`src/rtl/mem_port_arbiter_pkg.sv`:
```
// mem_port_arbiter_pkg
//   Shared definitions for the unified instruction/data memory port arbiter:
//   default bus widths, starvation counter sizing and the response-select
//   encoding used by the arbiter's response FSM.
package mem_port_arbiter_pkg;

  localparam int unsigned DEF_ADDR       = 16;
  localparam int unsigned DEF_WORD       = 32;
  localparam int unsigned DEF_STARVE_MAX = 4;
  // Wide enough for the full 1..15 STARVE_MAX range.
  localparam int unsigned STARVE_W       = 4;

  // Kind of access granted last cycle, i.e. which response is due now.
  typedef enum logic [1:0] {
    RS_NONE = 2'd0,
    RS_IF   = 2'd1,
    RS_LD   = 2'd2,
    RS_ST   = 2'd3
  } resp_sel_e;

  // Classify this cycle's grant into the response expected next cycle.
  // A fetch granted together with a flush still reaches memory, but its
  // response is never delivered.
  function automatic resp_sel_e grant_kind(input logic grant_if,
                                           input logic grant_ls,
                                           input logic ls_write,
                                           input logic flush);
    resp_sel_e kind;
    kind = RS_NONE;
    if (grant_ls) begin
      kind = ls_write ? RS_ST : RS_LD;
    end else if (grant_if) begin
      kind = flush ? RS_NONE : RS_IF;
    end else begin
      kind = RS_NONE;
    end
    return kind;
  endfunction

endpackage

```
`src/rtl/mem_port_arbiter_if.sv`:
```
// mem_port_arbiter_if
//   Bundles the fetch request/response, load/store request/response, branch
//   flush and single-port memory signals around the arbiter.
//   modport slave  : the arbiter's view (requests and mem_q_i in, grants,
//                    responses and memory drive out).
//   modport master : the view of the surrounding core and memory model.
interface mem_port_arbiter_if
  import mem_port_arbiter_pkg::*;
#(
  parameter int ADDR = DEF_ADDR,
  parameter int WORD = DEF_WORD
);

  logic            if_req_i;
  logic [ADDR-1:0] if_addr_i;
  logic            if_stall_o;
  logic            if_v_o;
  logic [WORD-1:0] if_data_o;
  logic            flush_i;

  logic            ls_req_i;
  logic            ls_write_i;
  logic [ADDR-1:0] ls_addr_i;
  logic [WORD-1:0] ls_wdata_i;
  logic            ls_stall_o;
  logic            ls_v_o;
  logic [WORD-1:0] ls_rdata_o;

  logic [ADDR-1:0] mem_a_o;
  logic            mem_w_o;
  logic [WORD-1:0] mem_d_o;
  logic [WORD-1:0] mem_q_i;

  modport slave (
    input  if_req_i, if_addr_i, flush_i,
    input  ls_req_i, ls_write_i, ls_addr_i, ls_wdata_i,
    input  mem_q_i,
    output if_stall_o, if_v_o, if_data_o,
    output ls_stall_o, ls_v_o, ls_rdata_o,
    output mem_a_o, mem_w_o, mem_d_o
  );

  modport master (
    output if_req_i, if_addr_i, flush_i,
    output ls_req_i, ls_write_i, ls_addr_i, ls_wdata_i,
    output mem_q_i,
    input  if_stall_o, if_v_o, if_data_o,
    input  ls_stall_o, ls_v_o, ls_rdata_o,
    input  mem_a_o, mem_w_o, mem_d_o
  );

endinterface

```
`src/rtl/mem_port_arbiter_starve_counter.sv`:
```
// arb_starve_counter
//   Counts consecutive cycles in which fetch is requesting but loses to
//   load/store. Once the count reaches STARVE_MAX, force_o tells the grant
//   logic to let fetch win the next contended cycle.
//   Ports: clk, reset (sync, active-high), if_req_i, ls_req_i,
//          grant_if_i (fetch granted this cycle), force_o.
module arb_starve_counter
  import mem_port_arbiter_pkg::*;
#(
  parameter int STARVE_MAX = DEF_STARVE_MAX
) (
  input  logic clk,
  input  logic reset,
  input  logic if_req_i,
  input  logic ls_req_i,
  input  logic grant_if_i,
  output logic force_o
);

  localparam logic [STARVE_W-1:0] MAX_C = STARVE_W'(STARVE_MAX);

  logic [STARVE_W-1:0] cnt_r;
  logic [STARVE_W-1:0] cnt_nxt_s;

  // Next count: clear once fetch is served or stops asking, saturate at max.
  always_comb begin
    cnt_nxt_s = cnt_r;
    if (grant_if_i || !if_req_i) begin
      cnt_nxt_s = '0;
    end else if (ls_req_i && (cnt_r != MAX_C)) begin
      cnt_nxt_s = cnt_r + STARVE_W'(1);
    end else begin
      cnt_nxt_s = cnt_r;
    end
  end

  // Count register.
  always_ff @(posedge clk) begin
    if (reset) begin
      cnt_r <= '0;
    end else begin
      cnt_r <= cnt_nxt_s;
    end
  end

  assign force_o = (cnt_r == MAX_C);

endmodule

```
`src/rtl/mem_port_arbiter.sv`:
```
// mem_port_arbiter
//   Shares one single-port synchronous memory (1-cycle read latency) between
//   instruction fetch and the execute load/store path. One access is granted
//   per cycle; load/store normally wins, but fetch is forced through after
//   STARVE_MAX consecutive denials. The loser sees a same-cycle stall.
//   Responses are delivered the cycle after the grant, steered by resp_sel_r.
//   Ports: clk, reset (sync, active-high), bus (mem_port_arbiter_if.slave:
//          fetch/load-store requests and responses, flush, memory A/W/D/Q).
module mem_port_arbiter
  import mem_port_arbiter_pkg::*;
#(
  parameter int ADDR       = DEF_ADDR,
  parameter int WORD       = DEF_WORD,
  parameter int STARVE_MAX = DEF_STARVE_MAX
) (
  input  logic                  clk,
  input  logic                  reset,
  mem_port_arbiter_if.slave     bus
);

  logic      force_if_s;
  logic      grant_if_s;
  logic      grant_ls_s;
  resp_sel_e resp_sel_r;
  resp_sel_e resp_sel_nxt_s;

  arb_starve_counter #(
    .STARVE_MAX (STARVE_MAX)
  ) u_starve (
    .clk        (clk),
    .reset      (reset),
    .if_req_i   (bus.if_req_i),
    .ls_req_i   (bus.ls_req_i),
    .grant_if_i (grant_if_s),
    .force_o    (force_if_s)
  );

  // Grant selection: starved fetch first, then load/store, then fetch.
  always_comb begin
    grant_if_s = 1'b0;
    grant_ls_s = 1'b0;
    if (bus.if_req_i && bus.ls_req_i && force_if_s) begin
      grant_if_s = 1'b1;
    end else if (bus.ls_req_i) begin
      grant_ls_s = 1'b1;
    end else if (bus.if_req_i) begin
      grant_if_s = 1'b1;
    end else begin
      grant_if_s = 1'b0;
      grant_ls_s = 1'b0;
    end
  end

  assign bus.if_stall_o = bus.if_req_i & ~grant_if_s;
  assign bus.ls_stall_o = bus.ls_req_i & ~grant_ls_s;

  // Memory drive: address of the winner, write only on a granted store.
  always_comb begin
    bus.mem_a_o = '0;
    bus.mem_w_o = 1'b0;
    bus.mem_d_o = bus.ls_wdata_i;
    if (grant_ls_s) begin
      bus.mem_a_o = bus.ls_addr_i;
      bus.mem_w_o = bus.ls_write_i;
    end else if (grant_if_s) begin
      bus.mem_a_o = bus.if_addr_i;
    end else begin
      bus.mem_a_o = '0;
      bus.mem_w_o = 1'b0;
    end
  end

  // Response FSM next state: whatever was granted this cycle.
  always_comb begin
    resp_sel_nxt_s = grant_kind(grant_if_s, grant_ls_s, bus.ls_write_i, bus.flush_i);
  end

  // Response FSM state register.
  always_ff @(posedge clk) begin
    if (reset) begin
      resp_sel_r <= RS_NONE;
    end else begin
      resp_sel_r <= resp_sel_nxt_s;
    end
  end

  // Response steering: mem_q_i belongs to last cycle's grant. A flush in the
  // response cycle still kills a fetch response.
  always_comb begin
    bus.if_v_o     = 1'b0;
    bus.if_data_o  = '0;
    bus.ls_v_o     = 1'b0;
    bus.ls_rdata_o = '0;
    case (resp_sel_r)
      RS_IF: begin
        bus.if_v_o    = ~bus.flush_i;
        bus.if_data_o = bus.mem_q_i;
      end
      RS_LD: begin
        bus.ls_v_o     = 1'b1;
        bus.ls_rdata_o = bus.mem_q_i;
      end
      RS_ST: begin
        bus.ls_v_o     = 1'b1;
        bus.ls_rdata_o = '0;
      end
      RS_NONE: begin
        bus.if_v_o = 1'b0;
        bus.ls_v_o = 1'b0;
      end
      default: begin
        bus.if_v_o = 1'b0;
        bus.ls_v_o = 1'b0;
      end
    endcase
  end

endmodule

```
`src/flat_wrapper.sv`:
```
// flat-port wrapper written by rule: the top's interface ports become plain ports
module mem_port_arbiter_flat import mem_port_arbiter_pkg::*;
#(
  parameter int ADDR       = DEF_ADDR,
  parameter int WORD       = DEF_WORD,
  parameter int STARVE_MAX = DEF_STARVE_MAX
)
  (clk, reset, bus_if_req_i, bus_if_addr_i, bus_flush_i, bus_ls_req_i, bus_ls_write_i, bus_ls_addr_i, bus_ls_wdata_i, bus_mem_q_i, bus_if_stall_o, bus_if_v_o, bus_if_data_o, bus_ls_stall_o, bus_ls_v_o, bus_ls_rdata_o, bus_mem_a_o, bus_mem_w_o, bus_mem_d_o);
  mem_port_arbiter_if #(.ADDR(ADDR), .WORD(WORD)) bus_i ();
  input  logic clk;
  input  logic reset;
  input wire logic [$bits(bus_i.if_req_i)-1:0] bus_if_req_i;
  input wire logic [$bits(bus_i.if_addr_i)-1:0] bus_if_addr_i;
  input wire logic [$bits(bus_i.flush_i)-1:0] bus_flush_i;
  input wire logic [$bits(bus_i.ls_req_i)-1:0] bus_ls_req_i;
  input wire logic [$bits(bus_i.ls_write_i)-1:0] bus_ls_write_i;
  input wire logic [$bits(bus_i.ls_addr_i)-1:0] bus_ls_addr_i;
  input wire logic [$bits(bus_i.ls_wdata_i)-1:0] bus_ls_wdata_i;
  input wire logic [$bits(bus_i.mem_q_i)-1:0] bus_mem_q_i;
  output wire logic [$bits(bus_i.if_stall_o)-1:0] bus_if_stall_o;
  output wire logic [$bits(bus_i.if_v_o)-1:0] bus_if_v_o;
  output wire logic [$bits(bus_i.if_data_o)-1:0] bus_if_data_o;
  output wire logic [$bits(bus_i.ls_stall_o)-1:0] bus_ls_stall_o;
  output wire logic [$bits(bus_i.ls_v_o)-1:0] bus_ls_v_o;
  output wire logic [$bits(bus_i.ls_rdata_o)-1:0] bus_ls_rdata_o;
  output wire logic [$bits(bus_i.mem_a_o)-1:0] bus_mem_a_o;
  output wire logic [$bits(bus_i.mem_w_o)-1:0] bus_mem_w_o;
  output wire logic [$bits(bus_i.mem_d_o)-1:0] bus_mem_d_o;
  assign bus_i.if_req_i = bus_if_req_i;
  assign bus_i.if_addr_i = bus_if_addr_i;
  assign bus_i.flush_i = bus_flush_i;
  assign bus_i.ls_req_i = bus_ls_req_i;
  assign bus_i.ls_write_i = bus_ls_write_i;
  assign bus_i.ls_addr_i = bus_ls_addr_i;
  assign bus_i.ls_wdata_i = bus_ls_wdata_i;
  assign bus_i.mem_q_i = bus_mem_q_i;
  assign bus_if_stall_o = bus_i.if_stall_o;
  assign bus_if_v_o = bus_i.if_v_o;
  assign bus_if_data_o = bus_i.if_data_o;
  assign bus_ls_stall_o = bus_i.ls_stall_o;
  assign bus_ls_v_o = bus_i.ls_v_o;
  assign bus_ls_rdata_o = bus_i.ls_rdata_o;
  assign bus_mem_a_o = bus_i.mem_a_o;
  assign bus_mem_w_o = bus_i.mem_w_o;
  assign bus_mem_d_o = bus_i.mem_d_o;
  mem_port_arbiter #(.ADDR(ADDR), .WORD(WORD), .STARVE_MAX(STARVE_MAX)) u_core (.clk(clk), .reset(reset), .bus(bus_i));
endmodule
```
`config.mk`:
```
export PLATFORM = sky130hd
export DESIGN_NAME = mem_port_arbiter_flat
export DESIGN_NICKNAME = d
export VERILOG_FILES = /design/src/rtl/mem_port_arbiter_pkg.sv /design/src/rtl/mem_port_arbiter_if.sv /design/src/rtl/mem_port_arbiter_starve_counter.sv /design/src/rtl/mem_port_arbiter.sv /design/src/flat_wrapper.sv
export SDC_FILE = /design/constraint.sdc
export NUM_CORES = 1
export LEC_CHECK = 0
export CORE_AREA = 2 2 86 88
export CTS_CLUSTER_SIZE = 12
export DETAILED_ROUTE_END_ITERATION = 16
export DIE_AREA = 0 0 88 90
export DONT_BUFFER_PORTS = 1
export SYNTH_ARGS = -nofsm -noshare
export SYNTH_HDL_FRONTEND = slang
export SYNTH_SLANG_ARGS = --single-unit
```
`constraint.sdc`:
```
create_clock -name clk -period 2.01 [get_ports clk]
set_input_delay 0.3015 -clock clk [delete_from_list [all_inputs] [get_ports clk]]
set_output_delay 0.3015 -clock clk [all_outputs]
set_load 0.01 [all_outputs]
```
* Word level (Yosys, flattened, before mapping)
Cells that the tools add are included.
Word-level totals: flip-flop bits (word level) 6, bits in latches 0, bits in writable memories 0, memory bits (read-only) 0, input port bits 102, output and inout bits 117, logic and storage cells 36, memories kept 0
Cells by class: $add $sub $neg 1, $mul 0, divide/modulo/power cells 0, $lt $le $gt $ge 0, equal/unequal tests 5, shift-type cells 0, muxes and demuxes 16, bitwise logic cells 5, reduce and logical (&&, ||, !) cells 7
Operators by type and width (count):
- $mux W32 | 2
- $mux W16 | 2
- $mux W1 | 10
- $add A4 B1 Y4 const B | 1
- $eq A2 B2 Y1 const B | 2
- $eq A4 B3 Y1 const B | 1
- $mux W2 | 2
- $ne A4 B3 Y1 const B | 1
- $reduce_or A2 Y1 | 2
- $logic_and A1 B1 Y1 | 3
- $not A1 Y1 | 3
- $and A1 B1 Y1 | 2
- $eq A2 B1 Y1 const B | 1
- $logic_not A1 Y1 | 1
- $logic_or A1 B1 Y1 | 1

* Longest topological paths before layout
Gate-level depths: netlist (run 1).
word-level depth 5, gate-level depth with buffers 6, mapped depth without buffers 5

* Cells and area by module
Synthesis (run 1) repeated with hierarchy kept, for this count alone.
Unflattened totals: cell total of the unflattened synthesis 165, area, all modules 1233.7 µm²
By module, submodules not included:
- mem_port_arbiter | instances 1, cells each 140, area an instance 1009.7 µm², seq. area each 40.0 µm²
- arb_starve_counter | instances 1, cells each 25, area an instance 224.0 µm², seq. area each 80.1 µm²

* Least setup slack after synthesis (run 1)
OpenSTA, ideal clock, no wires.
path kind reg2out, start point register u_core.u_starve.cnt_r[0], end point output bus_mem_w_o, arrival 1375 ps, required time 1709 ps, setup slack 333 ps, stages on the path, launching flop included 7, buffers on the path 1, cell sequence dfxtp_1 -> inv_1 -> ha_1 -> and3b_4 -> a21boi_4 -> buf_6 -> and2_1
On the way: word-level cells in the longest chain between the ends 4
Ends and longest elaborated chain:
- start, declared | line mem_port_arbiter_starve_counter.sv:22 | logic [STARVE_W-1:0] cnt_r;
- start signal, assigned | line mem_port_arbiter_starve_counter.sv:42 | cnt_r <= cnt_nxt_s;
- $eq A4 B3 Y1 | line mem_port_arbiter_starve_counter.sv:46 | assign force_o = (cnt_r == MAX_C);
- $logic_and A1 B1 Y1 | line mem_port_arbiter.sv:42 | if (bus.if_req_i && bus.ls_req_i && force_if_s) begin
- $mux W1 | line mem_port_arbiter.sv:42
- $mux W1 | line mem_port_arbiter.sv:62 | if (grant_ls_s) begin
- end, declared | line flat_wrapper.sv:27 | output wire logic [$bits(bus_i.mem_w_o)-1:0] bus_mem_w_o;
Every way passes these cells.

* Worst setup path after layout (run 1)
start point register u_core.u_starve.cnt_r[0], end point output bus_mem_a_o[9]
On the way: word-level cells in the longest chain between the ends 5, elaborated cells on any way between the ends 6, classes of those cells 1 x eq/ne; 4 x mux; 1 x reduce/logical
Ends and longest elaborated chain:
- $eq A4 B3 Y1 * | line mem_port_arbiter_starve_counter.sv:46
- $logic_and A1 B1 Y1 * | line mem_port_arbiter.sv:42
- $mux W1 | line mem_port_arbiter.sv:42
- $mux W16 | line mem_port_arbiter.sv:65 | end else if (grant_if_s) begin
- $mux W16 * | line mem_port_arbiter.sv:62
- end, declared | line flat_wrapper.sv:26 | output wire logic [$bits(bus_i.mem_a_o)-1:0] bus_mem_a_o;
Every way passes the cells marked *; elsewhere a longest branch is shown, timed or not.

==> results.yml, run 1 <==
placed_design:
  io_buffers: 0
  gp_congestion: 0.739
  place_area_um2: 1040
setup_path:
  reg2reg_slack_ns: 0.49
  end_kind: "output pin"
  rr_worst_depth: 5
  r2r-start: "u_core.u_starve.cnt_r[0]$_SDFFE_PP0P_"
  critical_path_class: "reg2out"
  worst-path-buf-inv: 2
  crit_path_top_delay_cell: "dfxtp_1"
  worstPathCellList: "inv_1, ha_1, and3b_4, a21boi_4, buf_12, a22o_1"
  crit_family: "flip-flops"
  critPathMaxFanout: 19
  cp.arrival_ns: 1.58
  max_stage_delay_ns: 0.36
  path_depth: 6
  endpoint: "bus_mem_a_o[9]"
  timing.rr.end: "u_core.u_starve.cnt_r[2]$_SDFFE_PP0P_"
  cp-start-kind: "register"
  worstPathRequired_ns: 1.71
  crit_start: "u_core.u_starve.cnt_r[0]$_SDFFE_PP0P_"
grt:
  grt_overflow: 0
  grt_pass1_vias: 861
  grt_pass1_wl_um: 4660
  antenna_found_initial: 0
  grt_max_degree: 28
  track_usage_pct: 7.79
clocking:
  cts_tree: "done"
  clock-root-buffer: "clkbuf_8"
  cts_buffers: 3
  clk_pin_slew_worst_paths_ns: 0.04
  ctsHoldBuffers: 0
  htree_levels: 1
  clock_latency_ns: 0.22
  cts_buffer_depth: 2
  clock_sinks: 6
drt:
  routedWlPerCell_um: 15.9
  ant_nets: 0
  vias: 989
  routed_via_density: 4.43
  drtIter0Drc: 16
  wirelength_um: 3540
  firstDrtPassIters: 4
  drc: 0
synthesis:
  yosysSeqAreaShare_pct: 10.3
  synth_seq_cells: 6
  syn_nets: 261
  synth.distinct_cells: 23
  avgSynthCellArea_um2: 7.43
  synthCells: 157
  syn_area_um2: 1170
  ys_warn_count: 0
die:
  die_area_um2: 7920
  start_util_pct: 16.6
  row_count: 31
  die_x_um: 88
  ios: 219
  dieHeight_um: 90
  core_area_um2: 7020
sta:
  tightest_slew_ns: 0.322
  rsz0062_at_grt: "false"
  hold_violations: 0
  finClkSkew_ns: 0.000555
  fmax_mhz: 530
  drv_slew: 0
  fin_crit_ns: 1.89
  finalCritPeriodShare_pct: 93.8
  setup_tns_ns: 0
  slew_headroom_pct: 78.4
  setup_viol: 0
pwr:
  leakage_uw: 0.000468
  power.share.combinational_pct: 35.4
  vdd_drop_max_uv: 297
  swShare_pct: 32.0
  power_frac_seq_pct: 27.0
  p_switching_uw: 151
  p_int_uw: 320
  power_density_nw_per_um2: 416
  clockPowerShare_pct: 37.6
finish:
  syn_to_final_growth_pct: -3.11
  drive_gt1_share_pct: 12.9
  diodes: 0
  finalInstanceArea_um2: 1130
  fin_nets: 230
  fillers: 781
min_path:
  min_from: "bus_ls_write_i"
  hold_class: "in2reg"
run:
  drv_cap: 0
status:
  status: "finished, final reports clean"
==> state kept, by name (all words and copies together) (netlist names) <==
signal,flops
u_core.u_starve.cnt_r,4
u_core.resp_sel_r,2
==> metrics by stage <==
stage	utilization, %	setup WS (ns)	hold slack (ns)	power (µW)	cells
detailed placement	14.8	0.130	0.455	288	218
global route	16.1	0.0415	0.251	499	223
finish	16.1	0.124	0.239	471	223
global placement	14.8	0.190	0.443	286	218
CTS	15.8	0.0243	0.238	474	222
floorplan	-	0.333	0.430	330	157
==> area by class of cell <==
class	count	area (µm²)	share of cell area, %
Multi-Input combinational cell	106	754	66.8
Tap cell	99	124	11.0
Sequential cell	6	120	10.6
Timing Repair Buffer	5	75.1	6.64
Clock buffer	3	41.3	3.65
Inverter	4	15.0	1.33
==> logic make-up (layout without fill, tap and decap cells) <==
logic type,after synthesis,count (layout),share of synthesized area (%)
compound gates,22,22,17.3
fa+ha+maj,2,2,2.15
buf+inv,45,12,26.1
flops,6,6,10.3
simple gates,82,82,44.2
==> cell usage in the layout (no fill, tap or decap), drive strengths merged <==
master   n
nor3     1
inv      4
nor2     4
ha       2
or3      2
a21boi   2
clkbuf   3
nand3b   1
nand2    2
and3b    1
a32o     1
and3     1
a21oi    2
o2111a   1
and2    66
dfxtp    6
a22o    16
nand4    1
nor2b    3
buf      5
==> layer usage <==
metal | vias to the layer above | wire, µm | global-route usage (%)
li1 | 414 | - | -
met1 | 434 | 1260 | 8.24
met2 | 133 | 1780 | 14.1
met3 | 8 | 453 | 2.66
met4 | 0 | 42 | 2.56
met5 | - | 0 | 0
==> power groups by stage <==
stage          logic (µW)  registers [µW]  clock network (µW)
2_1_floorplan         203             127                   0
3_3_place_gp          157             128                   0
3_5_place_dp          159             129                   0
4_1_cts               165             127                 182
5_1_grt               181             127                 190
6_report              167             127                 177
==> how the worst min path moves through the flow <==
stage / to / slack, ns / cells past startpoint
4_1_cts: u_core.resp_sel_r[0]$_SDFF_PP0_ / 0.24 / 1
5_1_grt: u_core.resp_sel_r[0]$_SDFF_PP0_ / 0.25 / 1
3_3_place_gp: u_core.u_starve.cnt_r[0]$_SDFFE_PP0P_ / 0.44 / 1
6_report: u_core.resp_sel_r[0]$_SDFF_PP0_ / 0.24 / 1
2_1_floorplan: u_core.u_starve.cnt_r[0]$_SDFFE_PP0P_ / 0.43 / 1
3_5_place_dp: u_core.u_starve.cnt_r[0]$_SDFFE_PP0P_ / 0.45 / 1
==> cells in the mapped netlist <==
| cell | instances | area share [%] |
|---|---|---|
| nor2b_1 | 3 | 1.6 |
| and2_1 | 66 | 35 |
| ha_1 | 2 | 2.1 |
| nor2_1 | 4 | 1.3 |
| nand2_1 | 2 | 0.64 |
| buf_6 | 2 | 1.9 |
| and3_1 | 1 | 0.54 |
| a21boi_4 | 1 | 1.6 |
| a32o_1 | 1 | 0.86 |
| and3b_4 | 1 | 1.1 |
| a21boi_2 | 1 | 0.97 |
| nor3_2 | 1 | 0.86 |
| nand3b_1 | 1 | 0.64 |
| or3_2 | 1 | 0.64 |
| inv_1 | 4 | 1.3 |
| nand4_1 | 1 | 0.54 |
| clkbuf_1 | 7 | 2.3 |
| a22o_1 | 16 | 12 |
| or3_4 | 1 | 0.97 |
| o2111a_1 | 1 | 0.97 |
| dfxtp_1 | 6 | 10 |
| buf_4 | 32 | 21 |
| a21oi_1 | 2 | 0.86 |
==> what timing repair did <==
action,4_1_cts,5_1_grt
pin swaps,1,1
endpoints found under the setup margin,17,16
resized for setup,1,0
buffers inserted,1,1
Note: power is estimated with default switching activity, not from simulation.
==> run 2, diff against run 1 <==
--- a/config.mk
+++ b/config.mk
@@ -6,10 +6,12 @@
 export NUM_CORES = 1
 export LEC_CHECK = 0
 export CORE_AREA = 2 2 86 88
+export CTS_CLUSTER_DIAMETER = 60
 export CTS_CLUSTER_SIZE = 12
 export DETAILED_ROUTE_END_ITERATION = 16
 export DIE_AREA = 0 0 88 90
 export DONT_BUFFER_PORTS = 1
+export REMOVE_ABC_BUFFERS = 1
 export SYNTH_ARGS = -nofsm -noshare
 export SYNTH_HDL_FRONTEND = slang
 export SYNTH_SLANG_ARGS = --single-unit
==> run 2 against run 1 <==
- worst setup slack better by 0.011 ns
- count of clock-buffer cells in the layout did not move
- combinational power shrank 5%
- hold slack better by 0.0075 ns
- flip-flop and latch count stayed put
- cell area is 2.2% lower
- clock skew rose by 0.0016 ns
- utilization down 0.36 points
- sequential share of layout area increased by 0.24 points
- largest power group unchanged
==> results.yml, run 2 (synthesis results as in run 1) <==
status:
  status: "finished, final reports clean"
drt:
  vias: 1040
  wirelength_um: 4260
  firstDrtPassIters: 5
  routedWlPerCell_um: 19.2
  routed_via_density: 4.68
  drtIter0Drc: 52
  ant_nets: 0
  drc: 0
grt:
  track_usage_pct: 9.12
  grt_overflow: 0
  grt_max_degree: 34
  grt_pass1_wl_um: 5240
  antenna_found_initial: 0
  grt_pass1_vias: 914
sta:
  fmax_mhz: 533
  slew_headroom_pct: 79.1
  tightest_slew_ns: 0.312
  fin_crit_ns: 1.88
  finalCritPeriodShare_pct: 93.3
  finClkSkew_ns: 0.00217
  drv_slew: 0
  setup_tns_ns: 0
  hold_violations: 0
  setup_viol: 0
  worst_slack_ns: 0.135
  rsz0062_at_grt: "false"
clocking:
  clk_pin_slew_worst_paths_ns: 0.04
  clock-root-buffer: "clkbuf_8"
  clock_sinks: 6
  htree_levels: 1
  ctsHoldBuffers: 0
  cts_buffer_depth: 2
  cts_buffers: 3
  clock_latency_ns: 0.22
  cts_tree: "done"
die:
  core_area_um2: 7020
  die_x_um: 88
  start_util_pct: 16.6
  dieHeight_um: 90
  die_area_um2: 7920
  row_count: 31
  ios: 219
finish:
  largest_reg_flops: 4
  fillers: 759
  layout_common_cells: "66 x and2_1, 16 x a22o_1, 6 x dfxtp_1"
  drive_gt1_share_pct: 10.6
  reg.largest.list: "u_core.u_starve.cnt_r (4), u_core.resp_sel_r (2)"
  finalInstanceArea_um2: 1100
  fin_nets: 229
  diodes: 0
  layout_commonest_cell: "and2_1"
  syn_to_final_growth_pct: -5.26
  top_register: "u_core.u_starve.cnt_r"
placed_design:
  place_area_um2: 1020
  dp_hpwl_um: 3530
  io_buffers: 0
  gp_congestion: 0.792
  place_ws_ns: 0.108
min_path:
  hold_class: "in2reg"
pwr:
  leakage_uw: 0.000459
  power_density_nw_per_um2: 421
  vdd_drop_max_uv: 114
setup_path:
  cp-start-kind: "register"
  cp.arrival_ns: 1.57
  worstPathRequired_ns: 1.71
  critPathMaxFanout: 19
  critical_path_class: "reg2out"
  end_kind: "output pin"
run:
  drv_cap: 0
==> run 2: what timing repair did <==
action,in CTS,in global routing
buffers inserted,1,1
setup endpoints to repair,17,16
pin swaps,1,1
gates resized for setup,1,0
==> run 2: report_power, final <==
group	internal, µW	switching, µW
Sequential	123	3.14
Combinational	63.3	96.0
Clock	129	50.9
==> run 2: worst max-delay path, stage by stage, from the launching register on <==
cell      delay [ns]
dfxtp_1         0.36
inv_1           0.06
ha_1            0.23
and3b_4         0.21
a21boi_4        0.14
buf_12          0.15
a22o_1          0.19
==> run 2: layout make-up <==
type	count	area, µm²	share of cell area (%)
Multi-Input combinational cell	106	749	67.8
Sequential cell	6	120	10.9
Timing Repair Buffer	4	55.1	4.98
Clock buffer	3	41.3	3.74
Tap cell	99	124	11.2
Inverter	4	15.0	1.36
==> run 2: routing by layer <==
metal	track usage, %	vias up	wire [µm]
li1	-	414	-
met1	7.90	462	1390
met2	15.7	160	1970
met3	8.17	4	880
met4	1.54	0	16
met5	0	-	0
==> run 2: path summary, 6_finish.rpt <==
kind	startpoint	endpoint	slack, ns	depth (start not counted)
worst max-delay path	u_core.u_starve.cnt_r[0]$_SDFFE_PP0P_	bus_mem_a_o[5]	0.13	6
worst min-delay path	bus_ls_write_i	u_core.resp_sel_r[0]$_SDFF_PP0_	0.25	1
worst max register to register	u_core.u_starve.cnt_r[0]$_SDFFE_PP0P_	u_core.u_starve.cnt_r[2]$_SDFFE_PP0P_	0.51	5
worst min register to register	u_core.u_starve.cnt_r[0]$_SDFFE_PP0P_	u_core.u_starve.cnt_r[0]$_SDFFE_PP0P_	0.46	1
==> run 2: metrics by stage <==
| stage | util [%] | hold WS, ns | std cells | total power [µW] |
|---|---|---|---|---|
| 3_3_place_gp | 14.5 | 0.445 | 217 | 277 |
| 2_1_floorplan | - | 0.430 | 116 | 255 |
| 3_5_place_dp | 14.5 | 0.453 | 217 | 278 |
| 4_1_cts | 15.5 | 0.241 | 221 | 464 |
| 6_report | 15.7 | 0.246 | 222 | 465 |
| 5_1_grt | 15.7 | 0.241 | 222 | 494 |
==> run 3, diff against run 2 <==
--- a/config.mk
+++ b/config.mk
@@ -7,11 +7,11 @@
 export LEC_CHECK = 0
 export CORE_AREA = 2 2 86 88
 export CTS_CLUSTER_DIAMETER = 60
-export CTS_CLUSTER_SIZE = 12
 export DETAILED_ROUTE_END_ITERATION = 16
 export DIE_AREA = 0 0 88 90
 export DONT_BUFFER_PORTS = 1
 export REMOVE_ABC_BUFFERS = 1
+export SLEW_MARGIN = 30
 export SYNTH_ARGS = -nofsm -noshare
 export SYNTH_HDL_FRONTEND = slang
 export SYNTH_SLANG_ARGS = --single-unit
==> results of run 3 <==
Same layout as run 2: the final DEF is identical, and so are final timing and power.
